===== config.mk =====
export PLATFORM = sky130hd
export DESIGN_NAME = sram_test_sequencer_flat
export DESIGN_NICKNAME = d
export VERILOG_FILES = /design/src/rtl/sram_test_sequencer_if.sv /design/src/rtl/sram_test_sequencer.sv /design/src/flat_wrapper.sv
export SDC_FILE = /design/constraint.sdc
export NUM_CORES = 1
export LEC_CHECK = 0
export CORE_MARGIN = 2
export CORE_UTILIZATION = 31
export CTS_CLUSTER_DIAMETER = 40
export DETAILED_ROUTE_END_ITERATION = 6
export PLACE_DENSITY = 0.63
export SLEW_MARGIN = 20
export SYNTH_ARGS = -nofsm -noshare
export SYNTH_HDL_FRONTEND = slang
export SYNTH_SLANG_ARGS = --single-unit

===== constraint.sdc =====
create_clock -name clk -period 2.6 [get_ports clk]
set_input_delay 0.65 -clock clk [delete_from_list [all_inputs] [get_ports clk]]
set_output_delay 0.65 -clock clk [all_outputs]
set_load 0.02 [all_outputs]

===== src/rtl/sram_test_sequencer_if.sv =====
// Command, read-return and checker-feed signals for the SRAM test sequencer.
// master = sequencer side; slave = controller/checker side.
interface sram_test_sequencer_if #(
   parameter int unsigned ADDR_BITS = 20,
   parameter int unsigned DATA_BITS = 16
);
   logic                 cmd_valid;
   logic                 cmd_ready;
   logic                 cmd_we;
   logic [ADDR_BITS-1:0] cmd_addr;
   logic [DATA_BITS-1:0] cmd_wdata;
   logic                 rd_valid;
   logic [DATA_BITS-1:0] rd_data;
   logic                 chk_enable;
   logic [DATA_BITS-1:0] chk_read_data;
   logic [DATA_BITS-1:0] chk_expected_data;

   modport master (
      output cmd_valid, cmd_we, cmd_addr, cmd_wdata,
      output chk_enable, chk_read_data, chk_expected_data,
      input  cmd_ready, rd_valid, rd_data
   );

   modport slave (
      input  cmd_valid, cmd_we, cmd_addr, cmd_wdata,
      input  chk_enable, chk_read_data, chk_expected_data,
      output cmd_ready, rd_valid, rd_data
   );
endinterface


===== src/rtl/sram_test_sequencer.sv =====
// SRAM test pass sequencer: pattern write sweep, read sweep, and in-order
// pairing of returned data with regenerated expected data for the checker.
module sram_test_sequencer #(
   parameter int unsigned          ADDR_BITS = 20,
   parameter int unsigned          DATA_BITS = 16,
   parameter logic [DATA_BITS-1:0] SEED      = DATA_BITS'(16'hA5C3),
   parameter int unsigned          ITER_BITS = 16
) (
   input  logic                  clk,
   input  logic                  reset,
   input  logic                  start,
   input  logic                  loop,
   sram_test_sequencer_if.master bus,
   output logic                  busy,
   output logic                  iter_done,
   output logic [ITER_BITS-1:0]  iter_count
);

   typedef enum logic [1:0] {S_IDLE, S_WRITE, S_READ, S_DRAIN} state_t;

   localparam logic [ADDR_BITS-1:0] ADDR_ONE = ADDR_BITS'(1);
   localparam logic [ITER_BITS-1:0] ITER_ONE = ITER_BITS'(1);

   state_t               r_state;
   logic [ADDR_BITS-1:0] r_cmd_addr;
   logic [ADDR_BITS-1:0] r_ret_addr;
   logic [DATA_BITS-1:0] r_seed;
   logic [ITER_BITS-1:0] r_iter_count;
   logic                 r_cmd_valid;
   logic                 r_cmd_we;
   logic [DATA_BITS-1:0] r_cmd_wdata;
   logic                 r_chk_enable;
   logic [DATA_BITS-1:0] r_chk_read_data;
   logic [DATA_BITS-1:0] r_chk_expected_data;
   logic                 r_busy;
   logic                 r_iter_done;

   logic                 w_xfer;
   logic                 w_last_cmd;
   logic                 w_ret;
   logic                 w_ret_last;
   logic [ADDR_BITS-1:0] w_next_addr;

   function automatic logic [DATA_BITS-1:0] pat(input logic [ADDR_BITS-1:0] a,
                                                input logic [DATA_BITS-1:0] s);
      return DATA_BITS'(a) ^ s;
   endfunction

   assign w_xfer      = r_cmd_valid & bus.cmd_ready;
   assign w_last_cmd  = w_xfer & (r_cmd_addr == '1);
   assign w_ret       = bus.rd_valid & ((r_state == S_READ) | (r_state == S_DRAIN));
   assign w_ret_last  = w_ret & (r_ret_addr == '1);
   assign w_next_addr = r_cmd_addr + ADDR_ONE;

   always_ff @(posedge clk) begin
      if (reset) begin
         r_state             <= S_IDLE;
         r_cmd_addr          <= '0;
         r_ret_addr          <= '0;
         r_seed              <= SEED;
         r_iter_count        <= '0;
         r_cmd_valid         <= 1'b0;
         r_cmd_we            <= 1'b0;
         r_cmd_wdata         <= '0;
         r_chk_enable        <= 1'b0;
         r_chk_read_data     <= '0;
         r_chk_expected_data <= '0;
         r_busy              <= 1'b0;
         r_iter_done         <= 1'b0;
      end else begin
         r_chk_enable <= 1'b0;
         r_iter_done  <= 1'b0;

         if (w_ret) begin
            r_chk_enable        <= 1'b1;
            r_chk_read_data     <= bus.rd_data;
            r_chk_expected_data <= pat(r_ret_addr, r_seed);
            r_ret_addr          <= r_ret_addr + ADDR_ONE;
         end

         unique case (r_state)
            S_IDLE: begin
               if (start) begin
                  r_state      <= S_WRITE;
                  r_busy       <= 1'b1;
                  r_iter_count <= '0;
                  r_seed       <= SEED;
                  r_ret_addr   <= '0;
                  r_cmd_valid  <= 1'b1;
                  r_cmd_we     <= 1'b1;
                  r_cmd_addr   <= '0;
                  r_cmd_wdata  <= pat('0, SEED);
               end
            end
            S_WRITE: begin
               if (w_last_cmd) begin
                  r_state     <= S_READ;
                  r_cmd_we    <= 1'b0;
                  r_cmd_addr  <= '0;
                  r_cmd_wdata <= '0;
               end else if (w_xfer) begin
                  r_cmd_addr  <= w_next_addr;
                  r_cmd_wdata <= pat(w_next_addr, r_seed);
               end
            end
            S_READ: begin
               if (w_last_cmd) begin
                  r_state     <= S_DRAIN;
                  r_cmd_valid <= 1'b0;
                  r_cmd_addr  <= '0;
               end else if (w_xfer) begin
                  r_cmd_addr <= w_next_addr;
               end
            end
            S_DRAIN: begin
            end
            default: r_state <= S_IDLE;
         endcase

         // Iteration end overrides the READ->DRAIN step so a last return that
         // coincides with the last read transfer skips DRAIN entirely.
         if (w_ret_last) begin
            r_iter_done  <= 1'b1;
            r_iter_count <= r_iter_count + ITER_ONE;
            r_seed       <= ~r_seed;
            r_ret_addr   <= '0;
            if (loop) begin
               r_state     <= S_WRITE;
               r_cmd_valid <= 1'b1;
               r_cmd_we    <= 1'b1;
               r_cmd_addr  <= '0;
               r_cmd_wdata <= pat('0, ~r_seed);
            end else begin
               r_state     <= S_IDLE;
               r_busy      <= 1'b0;
               r_cmd_valid <= 1'b0;
            end
         end
      end
   end

   assign bus.cmd_valid         = r_cmd_valid;
   assign bus.cmd_we            = r_cmd_we;
   assign bus.cmd_addr          = r_cmd_addr;
   assign bus.cmd_wdata         = r_cmd_wdata;
   assign bus.chk_enable        = r_chk_enable;
   assign bus.chk_read_data     = r_chk_read_data;
   assign bus.chk_expected_data = r_chk_expected_data;
   assign busy                  = r_busy;
   assign iter_done             = r_iter_done;
   assign iter_count            = r_iter_count;

endmodule


===== src/flat_wrapper.sv =====
// flat-port wrapper written by rule: the top's interface ports become plain ports
module sram_test_sequencer_flat 
#(
   parameter int unsigned          ADDR_BITS = 20,
   parameter int unsigned          DATA_BITS = 16,
   parameter logic [DATA_BITS-1:0] SEED      = DATA_BITS'(16'hA5C3),
   parameter int unsigned          ITER_BITS = 16
)
  (clk, reset, start, loop, busy, iter_done, iter_count, bus_cmd_valid, bus_cmd_we, bus_cmd_addr, bus_cmd_wdata, bus_chk_enable, bus_chk_read_data, bus_chk_expected_data, bus_cmd_ready, bus_rd_valid, bus_rd_data);
  sram_test_sequencer_if #(.ADDR_BITS(ADDR_BITS), .DATA_BITS(DATA_BITS)) bus_i ();
  input  logic clk;
  input  logic reset;
  input  logic start;
  input  logic loop;
  output logic busy;
  output logic iter_done;
  output logic [ITER_BITS-1:0] iter_count;
  output wire logic [$bits(bus_i.cmd_valid)-1:0] bus_cmd_valid;
  output wire logic [$bits(bus_i.cmd_we)-1:0] bus_cmd_we;
  output wire logic [$bits(bus_i.cmd_addr)-1:0] bus_cmd_addr;
  output wire logic [$bits(bus_i.cmd_wdata)-1:0] bus_cmd_wdata;
  output wire logic [$bits(bus_i.chk_enable)-1:0] bus_chk_enable;
  output wire logic [$bits(bus_i.chk_read_data)-1:0] bus_chk_read_data;
  output wire logic [$bits(bus_i.chk_expected_data)-1:0] bus_chk_expected_data;
  input wire logic [$bits(bus_i.cmd_ready)-1:0] bus_cmd_ready;
  input wire logic [$bits(bus_i.rd_valid)-1:0] bus_rd_valid;
  input wire logic [$bits(bus_i.rd_data)-1:0] bus_rd_data;
  assign bus_cmd_valid = bus_i.cmd_valid;
  assign bus_cmd_we = bus_i.cmd_we;
  assign bus_cmd_addr = bus_i.cmd_addr;
  assign bus_cmd_wdata = bus_i.cmd_wdata;
  assign bus_chk_enable = bus_i.chk_enable;
  assign bus_chk_read_data = bus_i.chk_read_data;
  assign bus_chk_expected_data = bus_i.chk_expected_data;
  assign bus_i.cmd_ready = bus_cmd_ready;
  assign bus_i.rd_valid = bus_rd_valid;
  assign bus_i.rd_data = bus_rd_data;
  sram_test_sequencer #(.ADDR_BITS(ADDR_BITS), .DATA_BITS(DATA_BITS), .SEED(SEED), .ITER_BITS(ITER_BITS)) u_core (.clk(clk), .reset(reset), .start(start), .loop(loop), .bus(bus_i), .busy(busy), .iter_done(iter_done), .iter_count(iter_count));
endmodule

Yosys cells after proc, flatten, opt, wreduce, memory -nomap -nowiden
Index checks and enable logic that the tools add are counted.
{ "op_classes": {"mul": 0, "n_div": 0, "shift": 0, "bitwise_logic": 8, "mux": 43, "eq_ne": 8, "reduce_logical": 10, "n_addsub": 3, "n_lt_le_gt_ge": 0} }
{ "ops": {"columns": ["op", "n"], "rows": [
  ["16-bit 2-to-1 mux", 11],
  ["20-bit 2-to-1 mux", 8],
  ["20-bit by 1-bit adder with 20-bit output (second input constant)", 2],
  ["20-bit equality test (second input constant)", 2],
  ["20-bit case mux with 2 select lines", 1],
  ["16-bit case mux with 2 select lines", 1],
  ["16-bit XOR", 2],
  ["16-bit by 1-bit adder with 16-bit output (second input constant)", 1],
  ["16-bit NOT", 1],
  ["1-bit 2-to-1 mux", 15],
  ["2-bit 2-to-1 mux", 4],
  ["3-bit by 1-bit inequality test with 1-bit output (second input constant)", 2],
  ["2-bit case mux with 3 select lines", 1],
  ["1-bit bitwise AND", 4],
  ["2-bit equality test (second input constant)", 2],
  ["1-bit case mux with 2 select lines", 2],
  ["4-bit AND reduction", 1],
  ["2-bit nonzero test", 2],
  ["4-bit nonzero test", 1],
  ["2-bit OR reduction", 2],
  ["3-bit by 2-bit inequality test with 1-bit output (second input constant)", 1],
  ["3-bit AND reduction", 1],
  ["3-bit nonzero test", 1],
  ["2-bit by 1-bit equality test with 1-bit output (second input constant)", 1],
  ["3 further kinds", 3]
]} }
{ "totals": {"rom_bits": 0, "wordCells": 85, "latch_bits": 0, "input_bits": 22, "output_inout_bits": 89, "regBits": 127, "ramBits": 0, "mem_count": 0} }

Depth between registers and ports, before layout
{ "logic_depth": {"word_depth": 7, "mapped_depth": 11, "ltp_nobuf": 8} }

Worst setup path before layout
OpenSTA, ideal clock, no wires.
{ "synth_path": {"kind": "register to register", "start": "register u_core.r_cmd_addr[1], in the netlist u_core.bus.cmd_addr[1]", "end": "register u_core.r_cmd_wdata[11], in the netlist u_core.bus.cmd_wdata[11]", "period_less_slack_ps": 2351, "t_arrival_ps": 2217, "t_required_ps": 2466, "stages_incl_launch_ff": 9, "path_slack_ps": 249, "n_path_buf": 1, "setup_time_ps": 134, "cell_sequence": "dfxtp_1 ha_1 nand4_2 or4_1 buf_4 o21ai_4 nor2_2 a221oi_1 a211oi_1"} }
{ "synth_between": {"elab_chain_len": 7, "word_cells_on_any_way": 9, "classes_between": "add/sub (1); eq/ne (1); mux (5); bitwise (2)"} }
{ "synth_rtl": {"columns": ["element", "line", "source"], "rows": [
  ["start: declaration", "sram_test_sequencer.sv:25", "logic [ADDR_BITS-1:0] r_cmd_addr;"],
  ["start signal: assignment", "sram_test_sequencer.sv:102", "r_cmd_addr <= w_next_addr;"],
  ["start signal: assignment", "sram_test_sequencer.sv:112", "r_cmd_addr <= w_next_addr;"],
  ["20-bit by 1-bit adder with 20-bit output", "sram_test_sequencer.sv:53", "assign w_next_addr = r_cmd_addr + ADDR_ONE;"],
  ["16-bit XOR", "sram_test_sequencer.sv:46", "return DATA_BITS'(a) ^ s;"],
  ["16-bit 2-to-1 mux", "sram_test_sequencer.sv:101", "end else if (w_xfer) begin"],
  ["16-bit 2-to-1 mux *", "sram_test_sequencer.sv:96", "if (w_last_cmd) begin"],
  ["16-bit case mux with 2 select lines *", "sram_test_sequencer.sv:81", "unique case (r_state)"],
  ["16-bit 2-to-1 mux", "sram_test_sequencer.sv:127", "if (loop) begin"],
  ["16-bit 2-to-1 mux *", "sram_test_sequencer.sv:122", "if (w_ret_last) begin"],
  ["end signal: assignment", "sram_test_sequencer.sv:92", "r_cmd_wdata <= pat('0, SEED);"],
  ["end signal: assignment", "sram_test_sequencer.sv:103", "r_cmd_wdata <= pat(w_next_addr, r_seed);"],
  ["end signal: assignment", "sram_test_sequencer.sv:132", "r_cmd_wdata <= pat('0, ~r_seed);"],
  ["end: declaration", "sram_test_sequencer.sv:31", "logic [DATA_BITS-1:0] r_cmd_wdata;"]
]} }
Mark *: on every way between the ends. The rest lies on a longest branch, timed or not.
A chain may end at the register's enable or synchronous reset.

Final worst setup path
{ "layout_path": {"start": "input bus_rd_valid", "end": "register u_core.r_cmd_wdata[15], in the netlist u_core.bus.cmd_wdata[15]"} }
{ "layout_between": {"elab_chain_len": 3} }
{ "layout_rtl": {"columns": ["element", "line", "source"], "rows": [
  ["start: declaration", "flat_wrapper.sv:26", "input wire logic [$bits(bus_i.rd_valid)-1:0] bus_rd_valid;"],
  ["1-bit bitwise AND", "sram_test_sequencer.sv:51", "assign w_ret = bus.rd_valid & ((r_state == S_READ) | (r_state == S_DRAIN));"],
  ["1-bit bitwise AND", "sram_test_sequencer.sv:52", "assign w_ret_last = w_ret & (r_ret_addr == '1);"],
  ["16-bit 2-to-1 mux", "sram_test_sequencer.sv:122", null]
]} }
Every way passes these cells.

==> results.md <==
- Slew @ Worst Pin: ~600 ps
- Crit-path max cell delay: between 500 and 600 ps
- CP Cell Sequence: clkdlybuf4s50_1 > o2111ai_1 > or4b_4 > nor2_1 > buf_12 > nor2_2 > a221oi_1
- Initial antenna violation count: 1
- Area Growth Syn to Fin: 39.8%
- RSZ-0062 raised after global routing: no
- Slew headroom: slightly above 60%
- Die height: between 100 and 150 µm
- Vias: around 5800
- Bufs on Longest Clock Path: 2
- Total CTS buffers: 17
- CP Class: primary input to flip-flop
- Vias/cell: around 4.9
- Hpwl dp: ~13000 µm
- Critical Path Stages: 7
- Clock-pin transition on the worst setup and hold timing paths: roughly 60 ps
- Clk_lat worst skew: 420 ps
- Vias in the first global route: between 5000 and 6000
- Max-cap violations: 0
- Placer Congestion: 0.854
- CTS tree: built
- Multi-input gate area: 3290 µm²
- Final Max Tran Viols: 0
- Post-route clock skew: just under 6 ps
- Layout cells sized above 1: 13.1%
- CTS Root Cell: clkbuf_16
- Fin. Hold Viols: 0
- Family with the most delay on the worst path: simple AND/OR/NAND/NOR gates
- Ports: between 100 and 150
- Main synth FF type: dfxtp_1
- Critical Path AT: 2700 ps
- Cell taking the most area after synthesis: dfxtp_1
- Crit-path max FO: 17
- Reg2reg setup slack: 280 ps
- Maximum number of pins on one net before global-route repair: 43
- Final setup vio count: 0
- CTS Sinks: about 130
- Highest Signal Layer: met4
- Metal3 WL: 987 µm
- Mapped Area: about 6000 µm²
- FMAX: about 0.42 GHz
- R2r startpoint: u_core.bus.cmd_addr[11]$_SDFF_PP0_
- Die X: around 140 µm
- DRC: 0
- Max VDD drop: between 400 and 500 µV
- Tmin final: 2370 ps
- Setup TNS: 0 ps
- Post-synth EDFFs: 0
- First-pass GRT wire length: roughly 28000 µm
- Die area: roughly 20000 µm²
- Synth area leaders: dfxtp_1 42%, xnor2_1 6.5%, nand2_1 6.5%, nor2_1 6.2%, a21oi_1 4.3%
- Initial Util: between 30% and 40%
- Sequential cell area: ~2500 µm²
- Core Box Area: approximately 19000 µm²
- Pwr Density: approximately 740 nW/µm²
- Hold Path Class: flip-flop to flip-flop
- CP Capture Type: flip-flop
- Setup crit end: u_core.bus.cmd_wdata[15]$_SDFF_PP0_
- Net count, final: just over 900
- GRT Total Usage: 17.6%
- DRT met1 WL: ~8600 µm
- Sequential area share after synthesis: a little over two fifths
- Area share of the largest cell type after synthesis: a little over two fifths
- Crit. Startpoint: bus_rd_valid
- Sum of buffers and inverters on the critical path: 2
- Period utilization: 91.2%
- Run status: finished, final reports clean
- Synth cell types: 60
- Number of port buffers: between 100 and 150
- Syn avg cell area: between 8 and 9 µm²
- Static Leak: ~3 nW
- Detailed Route Iter0 Violations: ~410
- WL met2: between 7000 and 8000 µm
- CP Launch Type: primary input
- Seq cells post-synth: about 130
- H-tree levels: 4
- Syn Nets: between 700 and 800
- Fillers: roughly 1900
- Async set-or-reset flop fraction in the synthesized netlist: 0%
- Wirelength per Cell: ~15 µm
- Remaining antenna violation count: 0
- Post-Synthesis Cells: 738
- DR pass1 iterations: 4
- Worst r2r path cells: 6
- Row Count: just over 50
- Worst path required time: roughly 2900 ps
- Worst R2R End: u_core.bus.cmd_addr[18]$_SDFF_PP0_
- CP max stage cell: or4b_4
- GRT Residual Overflow: 0
- Final core occ: between 40% and 50%
- Ys Warns: 0
- Final wirelength: 17900 µm
==> flip-flops by register name (all words and copies together), names as in the netlist <==
name / cells
u_core.bus.chk_read_data: 16
u_core.bus.chk_enable: 1
u_core.r_seed: 16
u_core.r_ret_addr: 20
u_core.bus.chk_expected_data: 16
u_core.bus.cmd_wdata: 16
u_core.busy: 1
u_core.iter_count: 16
u_core.iter_done: 1
u_core.bus.cmd_we: 1
u_core.bus.cmd_valid: 1
u_core.bus.cmd_addr: 20
u_core.r_state: 2
==> final cells by class <==
class                           count  share of cell area (%)
Timing Repair Buffer              177                    19.7
Clock buffer                       20                    5.53
Sequential cell                   127                    30.1
Multi-Input combinational cell    561                    39.0
Clock inverter                     12                    1.33
Antenna cell                        1                  0.0297
Tap cell                          265                    3.93
Inverter                            9                   0.400
==> metal layers <==
metal / up-vias / GRT usage [%]
li1: 2917 / -
met1: 2664 / 23.9
met2: 175 / 27.1
met3: 28 / 4.83
met4: 0 / 5.88
met5: - / 0
==> worst min path at each step <==
| stage | startpoint | endpoint | slack, ps | cells after the start |
|---|---|---|---|---|
| 2_1_floorplan | u_core.r_ret_addr[1]$_SDFF_PP0_ | u_core.r_ret_addr[1]$_SDFF_PP0_ | 480 | 2 |
| 3_5_place_dp | u_core.bus.chk_read_data[4]$_SDFFE_PP0P_ | u_core.bus.chk_read_data[4]$_SDFFE_PP0P_ | 450 | 2 |
| 3_3_place_gp | u_core.bus.chk_read_data[15]$_SDFFE_PP0P_ | u_core.bus.chk_read_data[15]$_SDFFE_PP0P_ | 440 | 2 |
| 6_report | u_core.bus.chk_read_data[12]$_SDFFE_PP0P_ | u_core.bus.chk_read_data[12]$_SDFFE_PP0P_ | 450 | 2 |
| 4_1_cts | u_core.bus.chk_read_data[4]$_SDFFE_PP0P_ | u_core.bus.chk_read_data[4]$_SDFFE_PP0P_ | 450 | 2 |
| 5_1_grt | u_core.bus.chk_read_data[15]$_SDFFE_PP0P_ | u_core.bus.chk_read_data[15]$_SDFFE_PP0P_ | 470 | 2 |
==> tightest hold or removal path: cells and delay by family, from the launching register on <==
family / cells / cell delay (ps)
compound gates: 1 / 50
flops: 1 / 300
simple gates: 1 / 50
==> kinds of logic (layout without fill, tap and decap cells) <==
logic type / Yosys count / in the layout / share of synthesized area [%]
AND/OR/NAND/NOR: 314 / 314 / 23.9
AO/OA/AOI/OAI: 171 / 171 / 18.8
flip-flops: 127 / 127 / 42.1
XOR/XNOR: 64 / 64 / 9.29
buffers and inverters: 50 / 218 / 3.50
adder cells (fa/ha/maj): 9 / 9 / 1.87
multiplexers: 3 / 3 / 0.518
other: 0 / 1 / 0
==> synthesized netlist by cell type, types with 6 or more instances <==
cell type / count
nand4_1: 12
nand2_1: 104
xor2_1: 19
nor2_1: 100
buf_2: 11
a21oi_1: 52
a311oi_1: 12
ha_1: 9
dfxtp_1: 127
nor3_1: 17
a221oi_1: 6
and3_1: 12
clkbuf_1: 26
inv_1: 9
a211oi_1: 25
o21ai_0: 33
nand3_1: 27
xnor2_1: 45
==> placed cells by master, fill, tap and decap left out, types with 6 or more instances in the layout <==
cell type / count
nor2_1: 99
clkbuf_16: 17
inv_1: 9
buf_4: 62
xor2_1: 19
ha_1: 9
nand4_1: 12
clkdlybuf4s50_1: 109
nand2_1: 104
o21ai_0: 33
a21oi_1: 52
nand3_1: 27
a311oi_1: 12
a211oi_1: 25
xnor2_1: 45
a221oi_1: 6
clkinvlp_4: 8
dfxtp_1: 127
and3_1: 12
nor3_1: 17
==> what timing repair did <==
| action | 4_1_cts | 5_1_grt |
|---|---|---|
| resized for setup | 0 | 2 |
| buffers inserted | 0 | 0 |
| hold buffers | 0 | 0 |
| setup endpoints to repair | 0 | 9 |
==> metrics by stage <==
| step | instance area, µm² | power [W] | hold slack [ps] | setup slack, ps | std cells |
|---|---|---|---|---|---|
| CTS | 8430 | 0.00628 | 454 | 105 | 1171 |
| finish | 8440 | 0.00622 | 452 | 229 | 1172 |
| detailed placement | 7850 | 0.00396 | 446 | -213 | 1139 |
| floorplan | 6040 | 0.00320 | 479 | 249 | 738 |
| global route | 8440 | 0.00653 | 471 | 96.6 | 1171 |
| global placement | 7850 | 0.00394 | 442 | -161 | 1139 |
==> where the power goes <==
group	switching (W)	internal (W)	leakage, nW
Combinational	0.000979	0.000744	1.65
Sequential	0.000105	0.00209	1.03
Clock	0.000918	0.00139	0.259
(Power assumes the default switching activity.)
